$ cat src/rtl/lifo_drain.sv
// lifo_drain: pops words from a lifo stack on request and presents each one on a valid/ready stream.
// Stops after num words (0 = until empty) and pulses done when finished.
module lifo_drain #(
  parameter int W     = 8,
  parameter int CNT_W = 4
) (
  input  logic             c,
  input  logic             r,
  input  logic             start,
  input  logic [CNT_W-1:0] num,
  input  logic             empty,
  input  logic [W-1:0]     lifo_o,
  output logic             rd,
  output logic [W-1:0]     dout,
  output logic             dvalid,
  input  logic             dready,
  output logic             busy,
  output logic             done,
  output logic [CNT_W-1:0] popped
);
  localparam logic [2:0] IDLE  = 3'd0;
  localparam logic [2:0] CHECK = 3'd1;
  localparam logic [2:0] POP   = 3'd2;
  localparam logic [2:0] LOAD  = 3'd3;
  localparam logic [2:0] OUT   = 3'd4;
  localparam logic [2:0] DONE  = 3'd5;
  logic [2:0]       r_state, w_next;
  logic [CNT_W-1:0] r_req, r_popped;
  logic [W-1:0]     r_dout;
  logic             w_limit;
  assign w_limit = (r_req != '0) && (r_popped == r_req);
  always_comb begin
    w_next = IDLE;
    case (r_state)
      IDLE:    w_next = start ? CHECK : IDLE;
      CHECK:   w_next = (empty || w_limit) ? DONE : POP;
      POP:     w_next = LOAD;
      LOAD:    w_next = OUT;
      OUT:     w_next = dready ? CHECK : OUT;
      default: w_next = IDLE;
    endcase
  end
  always_ff @(posedge c or negedge r) begin
    if (!r) begin
      r_state  <= IDLE;
      r_req    <= '0;
      r_popped <= '0;
      r_dout   <= '0;
    end else begin
      r_state <= w_next;
      if (r_state == IDLE && start) begin
        r_req    <= num;
        r_popped <= '0;
      end
      if (r_state == LOAD) r_dout <= lifo_o;
      if (r_state == OUT && dready) r_popped <= r_popped + 1'b1;
    end
  end
  // Handshake outputs come straight from the state register so nothing downstream sees an input-to-output path.
  assign rd     = (r_state == POP);
  assign dvalid = (r_state == OUT);
  assign done   = (r_state == DONE);
  assign busy   = (r_state != IDLE);
  assign dout   = r_dout;
  assign popped = r_popped;
endmodule

$ cat config.mk
export PLATFORM = sky130hd
export DESIGN_NAME = lifo_drain
export DESIGN_NICKNAME = d
export VERILOG_FILES = /design/src/rtl/lifo_drain.sv
export SDC_FILE = /design/constraint.sdc
export NUM_CORES = 1
export LEC_CHECK = 0
export CORE_MARGIN = 8
export CORE_UTILIZATION = 30
export CTS_BUF_LIST = sky130_fd_sc_hd__clkbuf_8 sky130_fd_sc_hd__clkbuf_16
export DETAILED_ROUTE_END_ITERATION = 7
export PLACE_DENSITY = 0.55
export SLEW_MARGIN = 5
export SYNTH_ARGS = -nofsm -noshare
export SYNTH_HDL_FRONTEND = slang
export SYNTH_SLANG_ARGS = --single-unit
$ cat constraint.sdc
create_clock -name c -period 1.6 [get_ports c]
set_input_delay 0.4 -clock c [delete_from_list [all_inputs] [get_ports c]]
set_output_delay 0.4 -clock c [all_outputs]
set_load 0.02 [all_outputs]
Yosys cells after proc, flatten, opt, wreduce, memory -nomap -nowiden
Cells that the tools add are included.
- memories: 0
- register bits after elaboration: 19
- memory bits (read-only): 0
- word-level logic and storage cells: 25
- bits in latches: 0
- output and inout port bits: 16
- memory bits (writable): 0
- reductions and logical operators: 8
- eq/ne operators: 6
- shift operators: 0
- order comparisons: 0
- multiplexer cells: 6
- div/mod/pow operators: 0
- add/subtract/negate cells: 1
- bitwise gates (word level): 0
- $mul: 0
- operators by type and width (cell ; count):
    $pmux 3 s5 ; 1
    $mux 4 ; 2
    $eq 3x2->1 const B ; 2
    $eq 3x3->1 const B ; 2
    $mux 3 ; 2
    $add 4x1->4 const B ; 1
    $eq 4x4->1 ; 1
    $reduce_bool 4->1 ; 1
    $eq 3x1->1 const B ; 1
    $logic_and 1x1->1 ; 3
    $logic_not 3->1 ; 1
    $reduce_bool 3->1 ; 1
    $reduce_bool 2->1 ; 1
    $logic_or 1x1->1 ; 1
    $mux 1 ; 1

Logic depth before layout (Yosys ltp)
- depth in word-level cells: 5
- gate-level depth with buffers: 5
- gate-level depth less buffers: 3

Least setup slack after synthesis
OpenSTA, ideal clock, no wires.
- path kind: register -> output
- from: register r_state[1]
- to: output port dvalid
- buffers on the path: 1
- setup slack: 0.054 ns
- arrival time: 1.146 ns
- stages on the path, launching flop included: 3
- path through: dfrtp_1 buf_2 nor3b_1
- word-level cells in the longest chain between the ends: 1
- ends and longest elaborated chain (what ; line ; RTL):
    start, declared ; 27 ; logic [2:0] r_state, w_next;
    start signal, assigned ; 50 ; r_state <= w_next;
    $eq 3x3->1 ; 61 ; assign dvalid = (r_state == OUT);
    end, declared ; 15 ; output logic dvalid,
No other way between the ends.

Final worst setup path
- from: register r_state[1]
- to: output port busy
- word-level cells in the longest chain between the ends: 1
- ends and longest elaborated chain (what ; line ; RTL):
    $reduce_bool 3->1 ; 63 ; assign busy = (r_state != IDLE);
    end, declared ; 17 ; output logic busy,
No other way between the ends.

==> metrics list <==
- In the synthesized netlist the dominant register cell turns out to be sky130_fd_sc_hd__dfrtp_1.
- Clock transition at the registers of the reported paths: 0.07 ns
- Die outline width: 72.27 microns
* Global route overflow: 0
- Number of DRC markers after the initial detailed-route iteration: 28
- At the worst endpoint, the arrival time is 1.21 ns.
* Maximum fanout along the worst path: 5
* Yosys warning count: 0
- Top area cells in the synthesized netlist: sky130_fd_sc_hd__dfrtp_1 50%, sky130_fd_sc_hd__mux2_2 15%, sky130_fd_sc_hd__xnor2_1 4.6%
* Final Max Slew Viols: 0
- The final reports fail on negative setup slack.
* Die height: 72.27 microns
- At the placement stage, the worst setup path has a slack of -0.1519 ns.
* Worst hold path type: input port to asynchronous set/reset pin
- HPWL after detailed placement: 1780 microns
* CTS Buf Count: 3
- Antenna violations before repair: 0
- The synthesized design contains 0 enable-type register cells.
- The number of hold buffers added after CTS was 0.
- Routability congestion estimate: 0.8131
- Worst Path Required: 1.20 ns
* Post-route worst setup slack: -0.01184 ns
* Register bit count reported by yosys: 19
- Across the whole layout, storage elements account for 475.5 sq um.
- Placeable core region: 3028 sq um
- Number of clock sinks: 19
- The worst setup path is captured at an output pin.
- Tcrit/Tclk final: 100.7%
- The first global-routing pass estimated 3926 microns of wire.
- The root buffer cell chosen for the clock tree is sky130_fd_sc_hd__clkbuf_8.
- In the synthesized netlist, the number of instances is 73.
* Highest achievable clock rate: 0.6204 GHz
- Subtracting the final worst setup slack from the clock period gives 1.612 ns.
- Outcome: finished with violations
- The design draws 0.002448 W.
- The later pin in the worst-skew pair is clocked with a latency of 0.25 ns.
- NumNets Final: 136
- Std-Cell Rows: 20
- Area occupied by multi-input gates: 461.7 sq um
* Wire length after detailed routing: 2297 microns
* Largest net degree at the start of global routing: 20
- The worst-case IR drop observed on VDD is 0.8374 mV.
- Number of violations of the max-capacitance limit: 0
- Max_slew headroom: 83.47%
- Htree depth: 1
- The die covers 5222 sq um.
* Total GRT Usage: 9.397%
- Diode insertion count for antenna repair: 0
* Via count: 748
* Portion of the post-synthesis area used by sequential elements: 50.07%
* I/O pin count: 33
* Number of unique standard cell types used by synthesis: 29
- sky130_fd_sc_hd__dfrtp_1 takes more of the synthesized area than any other cell.
- Setup repair after global routing missed its margin: yes
- In this run the mean area of a mapped cell was 13.01 sq um.
* Final hold violation count: 0
- Commonest non-fill, non-tap cell in the layout: sky130_fd_sc_hd__dfrtp_1
- Using the TritonRoute via totals, the vias-per-cell ratio works out to 4.646.
- Total of fill cells in the finished design: 298
- At the pin with the least slew margin, the transition time is 0.2479 ns.
- Counting cells, the worst reg-to-reg path comes to 5.
- Clock tree from TritonCTS: built
- Commonest cells after routing, fill and taps aside: 19 x sky130_fd_sc_hd__dfrtp_1, 16 x sky130_fd_sc_hd__clkdlybuf4s50_1, 13 x sky130_fd_sc_hd__mux2_2
* Synthesized area: 949.7 sq um
- Utilization after layout: 46.98%
- In this run the tool buffered the top-level ports with 32 buffer cells.
* WL/cell: 14.27 microns
- The worst setup path is launched from a register.
- When the netlist entered floorplanning its net count stood at 91.
- Class of the most critical setup path: register to output pin
- Share of final-layout standard cells stronger than drive strength 1: 34.19%
* DRC Markers: 0
- Number of iterations in the first detailed-routing pass: 3
- The analysis attributes to cell leakage a power of 0.6505 nW.
* Layout overhead on the synthesized area: 49.80%
* Vias in the first global route: 857
- Dividing total power by cell area gives a power density of 1721 nW/um^2.
- Proportion of netlist area held by the largest area contributor: 50.07%
- For the final database, setup skew stands at 0.005748 ns.
* Starting utilization of the core area: 31.36%
- Antenna viol nets, final: 0
- After synthesis, the share of flip-flops with an asynchronous set or reset is 100.0%.
* Max clock buf depth: 2
- Number of setup violations in the final report: 1
[per-stage QoR]
| step | area, sq um | TNS (ns) | hold WS, ns | instances |
|---|---|---|---|---|
| 2_1_floorplan | 949.7 | 0 | 0.1044 | 73 |
| 3_3_place_gp | 1386 | -1.482 | 0.4892 | 157 |
| 3_5_place_dp | 1386 | -1.391 | 0.4993 | 157 |
| 4_1_cts | 1430 | -0.1483 | 0.4785 | 162 |
| 5_1_grt | 1423 | -0.06550 | 0.5069 | 161 |
| 6_report | 1423 | -0.01184 | 0.4754 | 161 |
[area by class of cell]
class	count	area share (%)
timing repair buffer	44	26.83
tap	44	3.870
inverter	1	0.2639
multi-input combinational	49	32.45
sequential	19	33.42
clock inverter	1	0.2639
clock buffer	3	2.902
[worst max-delay path, cell delays in order, from the launching register on]
cell and delay (ns):
sky130_fd_sc_hd__dfrtp_1 0.42, sky130_fd_sc_hd__or3_1 0.40, sky130_fd_sc_hd__buf_6 0.14
[synthesized netlist by cell type (2+ instances only)]
library cell	number
sky130_fd_sc_hd__a22o_1	2
sky130_fd_sc_hd__and3b_1	2
sky130_fd_sc_hd__buf_2	2
sky130_fd_sc_hd__dfrtp_1	19
sky130_fd_sc_hd__mux2_2	13
sky130_fd_sc_hd__nand3_1	3
sky130_fd_sc_hd__nor3b_1	5
sky130_fd_sc_hd__or3_1	2
sky130_fd_sc_hd__xnor2_1	5
[routing by layer]
layer / part of all wire, % / wire, microns / track usage, %
met5: 0 / 0 / 0
met2: 47 / 1078 / 14.74
met4: 1.3 / 31 / 3.628
met3: 13 / 302 / 6.061
met1: 38 / 884 / 9.796
[sequential cells by signal (all words and copies together) (netlist names)]
| signal | count |
|---|---|
| dout | 8 |
| popped | 4 |
| r_req | 4 |
| r_state | 3 |
[final timing paths]
check / from / to / slack (ns)
max in group asynchronous: r / r_state[0] / 0.92
worst min-delay path: r / dout[5] / 0.48
min in group c: dout[7] / dout[7] / 0.51
worst min register to register: dout[7] / dout[7] / 0.51
worst max-delay path: r_state[1] / busy / -0.01
worst max register to register: r_state[2] / popped[2] / 0.10
[where the power goes]
part	leakage (nW)	total, W	internal, W	switching [W]
Combinational	0.388	0.00129	0.000661	0.000630
Sequential	0.236	0.000833	0.000693	0.000140
Clock	0.0269	0.000324	0.000170	0.000154
Total	0.650	0.00245	0.00152	0.000924
[timing repair]
item	4_1_cts	5_1_grt
resized for setup	30	7
pin swaps	2	2
buffers inserted	1	0
endpoints found under the setup margin	16	9
[cell families (layout without fill, tap and decap cells)]
group / after synthesis / after routing / synth area share (%)
AND/OR/NAND/NOR: 20 / 20 / 17.39
flip-flops: 19 / 19 / 50.07
multiplexers: 13 / 13 / 15.41
AO/OA/AOI/OAI: 10 / 10 / 7.774
XOR/XNOR: 5 / 5 / 4.611
buffers and inverters: 5 / 49 / 3.425
adder cells (fa/ha/maj): 1 / 1 / 1.317
No activity file was read; power rests on OpenSTA's default activity.
